<file path="config.mk">
export PLATFORM = sky130hd
export DESIGN_NAME = mem_port_arbiter
export DESIGN_NICKNAME = d
export VERILOG_FILES = /design/src/rtl/mem_port_arbiter.sv
export SDC_FILE = /design/constraint.sdc
export NUM_CORES = 1
export LEC_CHECK = 0
export CORE_MARGIN = 2
export CORE_UTILIZATION = 30
export DETAILED_ROUTE_END_ITERATION = 8
export PLACE_DENSITY = 0.7
export REMOVE_ABC_BUFFERS = 1
export SLEW_MARGIN = 25
export SYNTH_ARGS = -nofsm -noshare
export SYNTH_HDL_FRONTEND = slang
export SYNTH_SLANG_ARGS = --single-unit
export TNS_END_PERCENT = 50
</file>
<file path="constraint.sdc">
create_clock -name clk -period 8.56 [get_ports clk]
set_clock_uncertainty 0.2 [all_clocks]
set_input_delay 1.712 -clock clk [delete_from_list [all_inputs] [get_ports clk]]
set_output_delay 1.712 -clock clk [all_outputs]
set_load 0.01 [all_outputs]
</file>
<file path="src/rtl/mem_port_arbiter.sv">
// Shares one single-ported memory between the fetch and data ports of the core.
// Data wins over fetch until MAX_DSTREAK consecutive data grants have been made
// while fetch was waiting; one transaction is in flight at a time.
module mem_port_arbiter #(
  parameter int unsigned     AW          = 32,
  parameter int unsigned     DW          = 32,
  parameter int unsigned     MAX_DSTREAK = 4,
  parameter logic [DW-1:0]   NOP_INSTR   = DW'(32'h0000_0013)
) (
  input  logic          clk,
  input  logic          rst,
  // fetch port
  input  logic          if_req,
  input  logic [AW-1:0] if_addr,
  output logic [DW-1:0] if_rdata,
  output logic          if_valid,
  // data port
  input  logic          d_req,
  input  logic          d_we,
  input  logic [AW-1:0] d_addr,
  input  logic [DW-1:0] d_wdata,
  output logic [DW-1:0] d_rdata,
  output logic          d_valid,
  // memory side
  output logic          mem_req,
  output logic          mem_we,
  output logic [AW-1:0] mem_addr,
  output logic [DW-1:0] mem_wdata,
  input  logic [DW-1:0] mem_rdata,
  input  logic          mem_ack,
  // core stall
  output logic          stall
);

  localparam int unsigned     SW         = $clog2(MAX_DSTREAK + 1);
  localparam logic [SW-1:0]   STREAK_MAX = SW'(MAX_DSTREAK);

  typedef enum logic [1:0] {
    IDLE  = 2'd0,
    FETCH = 2'd1,
    DATA  = 2'd2
  } state_t;

  state_t        state;
  logic [SW-1:0] dstreak;
  logic          d_elig;
  logic          f_elig;
  logic          grant_d;
  logic          grant_f;

  // Arbitration: a requester is not eligible during its own valid (release) cycle.
  always_comb begin
    d_elig  = d_req & ~d_valid;
    f_elig  = if_req & ~if_valid;
    grant_d = d_elig & (~f_elig | (dstreak < STREAK_MAX));
    grant_f = f_elig & ~grant_d;
  end

  // Stall depends only on request inputs and the registered valids.
  always_comb begin
    stall = (if_req & ~if_valid) | (d_req & ~d_valid);
  end

  // Transaction FSM with registered memory-side and requester-side outputs.
  always_ff @(posedge clk or posedge rst) begin
    if (rst) begin
      state     <= IDLE;
      dstreak   <= '0;
      mem_req   <= 1'b0;
      mem_we    <= 1'b0;
      mem_addr  <= '0;
      mem_wdata <= '0;
      if_rdata  <= NOP_INSTR;
      if_valid  <= 1'b0;
      d_rdata   <= '0;
      d_valid   <= 1'b0;
    end else begin
      if_valid <= 1'b0;
      d_valid  <= 1'b0;
      case (state)
        IDLE: begin
          if (grant_d) begin
            state     <= DATA;
            mem_req   <= 1'b1;
            mem_we    <= d_we;
            mem_addr  <= d_addr;
            mem_wdata <= d_wdata;
            if (!if_req) begin
              dstreak <= '0;
            end else if (dstreak != STREAK_MAX) begin
              dstreak <= dstreak + SW'(1);
            end
          end else if (grant_f) begin
            state    <= FETCH;
            mem_req  <= 1'b1;
            mem_we   <= 1'b0;
            mem_addr <= if_addr;
            dstreak  <= '0;
          end
        end
        FETCH: begin
          if (mem_ack) begin
            state    <= IDLE;
            mem_req  <= 1'b0;
            mem_we   <= 1'b0;
            if_rdata <= mem_rdata;
            if_valid <= 1'b1;
          end
        end
        DATA: begin
          if (mem_ack) begin
            state   <= IDLE;
            mem_req <= 1'b0;
            mem_we  <= 1'b0;
            if (!mem_we) begin
              d_rdata <= mem_rdata;
            end
            d_valid <= 1'b1;
          end
        end
        default: begin
          state   <= IDLE;
          mem_req <= 1'b0;
          mem_we  <= 1'b0;
        end
      endcase
    end
  end

endmodule

</file>
==> out/qor.txt, run 1 <==
========================================================================================
CTS tree                                                                             yes
Reported leakage power                                                           3.88 nW
Period utilisation layout                                                          59.0%
Number of global-route vias before repair                                          4,366
Category of cells accounting for the largest share of critical-path delay   buffers and inverters
Wire length per cell after detailed routing                                      15.7 um
CTS H-tree lvls                                                                        4
Worst endpoint required time                                                     6.65 ns
Most common cell after layout, fill and taps aside                          clkdlybuf4s50_1
Area inside the core boundary                                                 18,800 um2
Unrepaired setup endpoints after global routing                                    false
Maximum single-stage delay on the critical path                                  0.51 ns
Total Negative Setup Slacks                                                         0 ns
Clock insertion delay at the later pin of the skew report                        0.40 ns
Number of antenna violations at the first check in global routing                      1
Layout fillers                                                                     1,714
Worst Slack Setup Final                                                          3.51 ns
Pwr dens                                                                      374 nW/um2
Minimum hold slack                                                              0.285 ns
Worst ir drop on vdd                                                            0.174 mV
Share of the yosys chip area belonging to registers                                59.7%
Pin count of the biggest net entering global routing                                  84
MaxCap Viol Count                                                                      0
Number of hold-slack violations in the final timing report                             0
Routability-driven placement congestion ratio                                      0.798
Final number of max-transition violations                                              0
Crit path cell chain                                                        clkdlybuf4s50_1 -> and2b_2 -> a21oi_2 -> inv_2 -> clkdlybuf4s50_1
Reg2Reg Depth                                                                          7
Clock buffer count from CTS                                                           17
Cell depth of the worst hold path                                                      1
Post-CTS setup repair buffer count                                                     0
Post-layout min period                                                           5.05 ns
Remaining max-slew budget at the tightest pin                                      39.8%
DRC violation total after the first TritonRoute iteration                            134
Drt total wl                                                                   14,900 um
Total I/O pin count                                                                  267
Number of gates resized after CTS                                                      0
Clock-pin slew on the worst setup and hold paths                                 0.05 ns
Number of warnings issued by yosys                                                     0
Total power draw                                                                 3.43 mW
CP endpoint kind                                                             output port
Signed area change from the synthesized netlist to the final layout                59.4%
Post-detailed-route via-to-cell ratio                                               4.47
Global-route congestion overflow total                                                 0
Distinct cell type count of the synthesized netlist                                   34
Site Rows                                                                             50
Fraction of layout cells with a size suffix above 1                                15.6%
Cell area after technology mapping                                              5750 um2
DRC viols                                                                              0
Highest clock frequency the design can meet                                    0.198 GHz
Commonest cells after routing, fill and taps aside                          clkdlybuf4s50_1, dfrtp_1, nand2_1, mux2_2, nor2_1
Global-route wire length before repair                                         23,300 um
Die area                                                                      20,300 um2
Via count of the routed design                                                     4,233
TritonCTS sink count                                                                 137
Slew @ Worst Pin                                                                0.903 ns
Mean Syn Cell Area                                                              13.2 um2
WP buf/inv                                                                             3
Total routing resource utilization after global routing                            14.9%
Final HPWL DP                                                                  10,500 um
Path type of the worst setup path                                                 in2out
Clock Tree Root                                                                clkbuf_16
Worst hold path class                                                            reg2reg
Category of the worst setup path launch point                                 input port
Nets                                                                                 839
Critical-path top delay cell                                                clkdlybuf4s50_1
Horizontal die dimension                                                          142 um
Height of the chip                                                                142 um
Endpoint arrival time on the critical path                                       3.14 ns
Cell type with the highest occurrence count on the critical path            clkdlybuf4s50_1
Run status                                                                  complete, no violations
CTS max path bufs                                                                      2
Post-Syn Instances                                                                   436
Count of TritonRoute iterations in the first routing pass                              4
Post-Place Worst Slack                                                           3.50 ns
Starting density of the core                                                       30.6%
Number of flip-flops and latches in the synthesized netlist                          137
Stages on worst setup path                                                             5
Final setup violation count                                                            0
Peak fanout along the critical path                                                    4
Buffers on Ports                                                                     266
Post-cts hold buffer count                                                             0
Number of nets still failing antenna checks after routing                              0
========================================================================================
## cell type report
class	count	area [um2]	area share, %
Antenna cell	1	2.50	0.0273
Clock buffer	21	450	4.92
Clock inverter	11	173	1.89
Inverter	10	42.5	0.465
Multi-Input combinational cell	264	2070	22.6
Sequential cell	137	3430	37.5
Tap cell	234	293	3.20
Timing Repair Buffer	270	2700	29.4
## layer usage
metal / global-route usage [%] / wire, um / vias to the layer above
met1: 17.6 / 6260 / 2037
met3: 4.64 / 973 / 21
met2: 25.2 / 7400 / 146
li1: - / - / 2029
met4: 6.15 / 295 / 0
met5: 0 / 0 / -
## flip-flops by register name, indices dropped and copies added (netlist names)
signal	count
d_rdata	32
d_valid	1
dstreak	3
if_rdata	32
if_valid	1
mem_addr	32
mem_req	1
mem_wdata	32
mem_we	1
state	2
## worst paths after layout
path                       slack [ns]             to        start
setup reg to reg                 6.14   mem_addr[28]     state[1]
min in group asynchronous        1.53  mem_wdata[16]          rst
hold reg to reg                  0.28    d_rdata[29]  d_rdata[29]
max in group asynchronous        5.47   mem_addr[31]          rst
hold / removal                   0.28    d_rdata[29]  d_rdata[29]
setup / recovery                 3.51          stall        d_req
## report_power, final
part	internal, mW	total (mW)	leakage, nW	switching [mW]
clock network	0.497	0.774	0.290	0.277
registers	0.979	1.15	1.61	0.169
logic	0.908	1.50	1.97	0.596
total	2.38	3.43	3.88	1.04
## synthesized netlist by cell type
master	n	share of area [%]
o22a_1	1	0.15
and2b_2	1	0.15
a211oi_1	1	0.13
and2_1	2	0.22
dfstp_2	3	1.4
and3_1	1	0.11
a21oi_2	2	0.30
buf_4	5	0.65
mux2_1	32	6.3
a21oi_1	3	0.26
nand2b_1	3	0.33
nand2_4	1	0.20
nand3_1	2	0.17
mux2_4	30	7.8
nor2b_1	1	0.11
nor2_1	34	2.2
nand4_1	1	0.11
buf_12	3	1.0
ha_1	5	1.1
o22ai_1	2	0.22
o41ai_1	1	0.15
inv_1	8	0.52
nand3b_2	1	0.20
o21ai_0	1	0.087
nor2_8	1	0.35
inv_2	2	0.13
mux2_2	35	6.9
a31oi_1	32	3.5
clkbuf_1	1	0.065
a22o_1	2	0.30
buf_6	6	1.2
dfrtp_1	134	58
buf_2	10	0.87
nand2_1	69	4.5
## logic make-up after synthesis
family	after synthesis	share of synthesized area, %
flip-flops	137	59.7
AND/OR/NAND/NOR	117	8.67
multiplexers	97	21.0
AO/OA/AOI/OAI	45	5.09
buffers and inverters	35	4.46
adder cells (fa/ha/maj)	5	1.09
## stage by stage
| stage | utilization (%) | instances | instance area (um2) |
|---|---|---|---|
| floorplan | - | 411 | 5530 |
| global placement | 45.4 | 915 | 8530 |
| detailed placement | 45.5 | 915 | 8530 |
| CTS | 48.8 | 947 | 9160 |
| global route | 48.8 | 947 | 9160 |
| finish | 48.8 | 948 | 9160 |
No activity file was read; power rests on OpenSTA's default activity.
==> inputs of run 2 (changes only) <==
- PLACE_DENSITY: 0.7 -> 0.73
- clock period: 8.56 -> 4.1 ns (I/O delays scaled with it)
==> out/qor.txt, run 2 (synthesis gave the netlist of run 1 again) <==
========================================================================================
Run status                                                                  complete, no violations
Global-route congestion overflow total                                                 0
Final HPWL DP                                                                  11,000 um
Buffers on Ports                                                                     266
Minimum hold slack                                                              0.288 ns
WP buf/inv                                                                             3
Total routing resource utilization after global routing                            15.2%
Post-cts hold buffer count                                                             0
Post-CTS setup repair buffer count                                                     0
Remaining max-slew budget at the tightest pin                                      38.6%
Number of gates resized after CTS                                                      0
Area inside the core boundary                                                 18,800 um2
Peak fanout along the critical path                                                    4
Clock Tree Root                                                                clkbuf_16
Global-route wire length before repair                                         23,700 um
Reported leakage power                                                           3.89 nW
Total power draw                                                                 7.16 mW
CP endpoint kind                                                             output port
Clock-pin slew on the worst setup and hold paths                                 0.06 ns
MaxCap Viol Count                                                                      0
Category of the worst setup path launch point                                 input port
CTS tree                                                                             yes
Part of the total power dissipated in combinational logic                          44.5%
Post-detailed-route via-to-cell ratio                                               4.56
Clock insertion delay at the later pin of the skew report                        0.41 ns
Total I/O pin count                                                                  267
Most common cell after layout, fill and taps aside                          clkdlybuf4s50_1
Nets                                                                                 842
Site Rows                                                                             50
Wire length per cell after detailed routing                                      16.2 um
Clock buffer count from CTS                                                           17
Slew @ Worst Pin                                                                0.921 ns
Via count of the routed design                                                     4,329
Die area                                                                      20,300 um2
Worst Slack Setup Final                                                         0.817 ns
Maximum single-stage delay on the critical path                                  0.52 ns
Highest clock frequency the design can meet                                    0.305 GHz
Area used by multi-input combinational logic                                    2070 um2
Storage element area                                                            3430 um2
Cell type with the highest occurrence count on the critical path            clkdlybuf4s50_1
Signed area change from the synthesized netlist to the final layout                59.7%
Final core occ                                                                     48.9%
Number of global-route vias before repair                                          4,383
Path type of the worst setup path                                                 in2out
Antenna Diode Count                                                                    0
Power share of the clock group                                                     21.9%
Net switching power figure                                                       2.24 mW
Worst hold path class                                                            reg2reg
Critical-path top delay cell                                                clkdlybuf4s50_1
Routability-driven placement congestion ratio                                      0.790
Post-Place Worst Slack                                                          0.815 ns
Layout fillers                                                                     1,693
Post-layout min period                                                           3.28 ns
Final setup violation count                                                            0
Period utilisation layout                                                          80.1%
Number of antenna violations at the first check in global routing                      0
DRC viols                                                                              0
CTS H-tree lvls                                                                        4
Worst ir drop on vdd                                                            0.261 mV
Unrepaired setup endpoints after global routing                                    false
Horizontal die dimension                                                          142 um
Height of the chip                                                                142 um
Number of hold-slack violations in the final timing report                             0
Category of cells accounting for the largest share of critical-path delay   buffers and inverters
Sequential power share                                                             33.6%
FF-to-FF setup slack                                                             1.82 ns
Endpoint arrival time on the critical path                                       2.26 ns
Crit path cell chain                                                        clkdlybuf4s50_1 -> and2b_2 -> a21oi_2 -> inv_2 -> clkdlybuf4s50_1
Internal power consumption                                                       4.92 mW
Final number of max-transition violations                                              0
Commonest cells after routing, fill and taps aside                          clkdlybuf4s50_1, dfrtp_1, nand2_1, mux2_2, nor2_1
CTS max path bufs                                                                      2
Number of nets still failing antenna checks after routing                              0
Drt total wl                                                                   15,400 um
Sw Ratio                                                                           31.2%
Worst endpoint required time                                                     3.08 ns
Count of TritonRoute iterations in the first routing pass                              4
DRC violation total after the first TritonRoute iteration                            171
TritonCTS sink count                                                                 137
Starting density of the core                                                       30.6%
Fraction of layout cells with a size suffix above 1                                16.1%
Pin count of the biggest net entering global routing                                  65
Pwr dens                                                                      780 nW/um2
========================================================================================
[run 2: cell types whose count changed in the layout (fill, tap and decap cells not counted), sizes merged]
cell / previous run / this run
diode: 1 / 0
inv: 11 / 12
bufinv: 4 / 3
clkinv: 2 / 4
clkbuf: 21 / 19
buf: 4 / 7
[run 2: final timing paths]
check	startpoint	end	depth (start not counted)
setup / recovery	d_req	stall	5
hold / removal	d_rdata[8]	d_rdata[8]	1
setup reg to reg	state[1]	mem_addr[26]	8
hold reg to reg	d_rdata[8]	d_rdata[8]	1
max in group asynchronous	rst	if_rdata[1]	3
min in group asynchronous	rst	mem_wdata[20]	2
[run 2: power by group through the flow]
stage | registers, mW | clock network [mW] | logic (mW)
CTS | 2.41 | 1.61 | 3.23
floorplan | 2.71 | 0 | 1.11
global route | 2.48 | 1.68 | 3.41
detailed placement | 2.42 | 0 | 3.22
finish | 2.40 | 1.57 | 3.19
global placement | 2.40 | 0 | 3.18
[run 2: layout make-up]
| class | count | area share [%] |
|---|---|---|
| clock buffers | 19 | 4.72 |
| clock inverters | 13 | 1.87 |
| inverters | 10 | 0.463 |
| multi-input cells | 264 | 22.5 |
| flip-flops and latches | 137 | 37.4 |
| well taps | 234 | 3.19 |
| repair buffers | 273 | 29.8 |
[run 2: per-stage QoR]
step | cell area (um2) | setup TNS [ns] | cells
floorplan | 5530 | -78.10 | 411
global placement | 8580 | 0 | 918
detailed placement | 8580 | 0 | 918
CTS | 9180 | 0 | 950
global route | 9180 | 0 | 950
finish | 9180 | 0 | 950
[run 2: per-layer routing]
metal  wire length (um)  part of all wire (%)  vias to the layer above  track usage [%]
li1                   -                     -                     2039                -
met1               6310                    41                     2115             18.3
met5                  0                     0                        -                0
met4                465                   3.0                        0             6.62
met3                842                   5.5                       29             4.27
met2               7760                    50                      146             25.3
==> inputs of run 3 (changes only) <==
- clock period: 4.1 -> 2.71 ns (I/O delays scaled with it)
==> out/qor.txt, run 3 (synthesis gave the netlist of run 1 again) <==
==================================================================================
Run status                                                            complete, no violations
Peak fanout along the critical path                                              2
Final number of max-transition violations                                        0
Path type of the worst setup path                                           in2out
Cell type with the highest occurrence count on the critical path      clkdlybuf4s50_1
Buffers on Ports                                                               266
Placed cells                                                                   926
Signed area change from the synthesized netlist to the final layout          63.3%
Drt total wl                                                             15,500 um
Cell depth of the worst hold path                                                1
Routability-driven placement congestion ratio                                0.792
Critical-path top delay cell                                          clkdlybuf4s50_1
Highest clock frequency the design can meet                              0.383 GHz
Post-detailed-route via-to-cell ratio                                         4.48
Endpoint arrival time on the critical path                                 1.87 ns
Post-Place Worst Slack                                                   0.0912 ns
MaxCap Viol Count                                                                0
Area inside the core boundary                                           18,800 um2
Number of hold-slack violations in the final timing report                       0
Starting density of the core                                                 30.6%
Die area                                                                20,300 um2
Number of antenna violations at the first check in global routing                0
Minimum hold slack                                                        0.288 ns
Most common cell after layout, fill and taps aside                    clkdlybuf4s50_1
Maximum single-stage delay on the critical path                            0.51 ns
Total Negative Setup Slacks                                                   0 ns
Number of gates resized after CTS                                                0
Post-route cell area                                                      9380 um2
Number of global-route vias before repair                                    4,525
Height of the chip                                                          142 um
Post-layout min period                                                     2.61 ns
Final core occ                                                               50.0%
Hold Path Sink                                                          d_rdata[3]
Period utilisation layout                                                    96.4%
RR Endpoint                                                           mem_wdata[30]
Launch instance of the worst register-to-register path                    state[1]
Post-cts hold buffer count                                                       0
Slew @ Worst Pin                                                          0.473 ns
CTS H-tree lvls                                                                  4
FF-to-FF setup slack                                                       0.70 ns
Global-route wire length before repair                                   24,000 um
Clock Tree Root                                                          clkbuf_16
Post-CTS setup repair buffer count                                               0
Nets                                                                           850
Number of nets still failing antenna checks after routing                        0
Clock insertion delay at the later pin of the skew report                  0.41 ns
Total routing resource utilization after global routing                      15.3%
Global-route congestion overflow total                                           0
Reg2Reg Depth                                                                    6
Final HPWL DP                                                            11,200 um
Clock-pin slew on the worst setup and hold paths                           0.06 ns
DRC violation total after the first TritonRoute iteration                      139
Fraction of layout cells with a size suffix above 1                          17.0%
Critical hold path startpoint                                           d_rdata[3]
Pwr dens                                                               1190 nW/um2
Wire length per cell after detailed routing                                16.1 um
Worst hold path class                                                      reg2reg
CTS tree                                                                       yes
Worst ir drop on vdd                                                      0.433 mV
Total power draw                                                           11.2 mW
Pin count of the biggest net entering global routing                            69
Site Rows                                                                       50
Horizontal die dimension                                                    142 um
CP endpoint kind                                                       output port
Category of the worst setup path launch point                           input port
Clock buffer count from CTS                                                     17
Non-filler cells, final                                                        958
Unrepaired setup endpoints after global routing                              false
CTS max path bufs                                                                2
Worst endpoint required time                                               1.97 ns
Final setup violation count                                                      0
Total I/O pin count                                                            267
DRC viols                                                                        0
Reported leakage power                                                     4.00 nW
Remaining max-slew budget at the tightest pin                                68.4%
Antenna Diode Count                                                              0
Crit path cell chain                                                  clkdlybuf4s50_1 -> and2b_2 -> a21oi_2 -> inv_2 -> clkdlybuf4s50_1
TritonCTS sink count                                                           137
Via count of the routed design                                               4,289
Placed Area                                                               8710 um2
Worst Slack Setup Final                                                  0.0963 ns
Count of TritonRoute iterations in the first routing pass                        4
Commonest cells after routing, fill and taps aside                    clkdlybuf4s50_1, dfrtp_1, nand2_1, mux2_2, nor2_1
==================================================================================
-- run 3: cell types whose count changed in the layout (fill, tap and decap cells not counted), sizes merged --
cell	change
buf	+8
bufinv	+3
clkinvlp	-4
inv	+1
-- run 3: critical path, delay by kind of cell --
kind	cells	cell delay [ns]
AOI/OAI and AO/OA	1	0.14
buffers and inverters	3	0.98
and+or+nand+nor	1	0.21
-- run 3: worst max path at each step --
stage | slack (ns) | startpoint | depth (start not counted) | endpoint
after floorplan | -1.69 | rst | 1 | d_rdata[0]
after global placement | 0.09 | d_req | 5 | stall
after detailed placement | 0.09 | d_req | 5 | stall
after CTS | 0.09 | d_req | 5 | stall
after global routing | 0.02 | d_req | 5 | stall
final | 0.1 | d_req | 5 | stall
-- run 3: where the power goes --
| part | internal [mW] | leakage (nW) | switching (mW) |
|---|---|---|---|
| sequential | 3.09 | 1.61 | 0.538 |
| clock | 1.74 | 0.328 | 0.926 |
| combinational | 2.95 | 2.06 | 1.94 |
-- run 3: cell type report --
class	instances	area (um2)
fillers	1659	9380
flip-flops and latches	137	3430
repair buffers	281	2880
multi-input cells	264	2070
clock buffers	19	433
well taps	234	293
clock inverters	13	240
inverters	10	42.5
-- run 3: layer usage --
metal,vias to the layer above,track usage (%),share of wire (%)
met5,-,0,0
met4,0,6.36,2.3
met3,23,4.24,6.1
met2,146,26.3,49
met1,2068,18.2,42
li1,2052,-,-
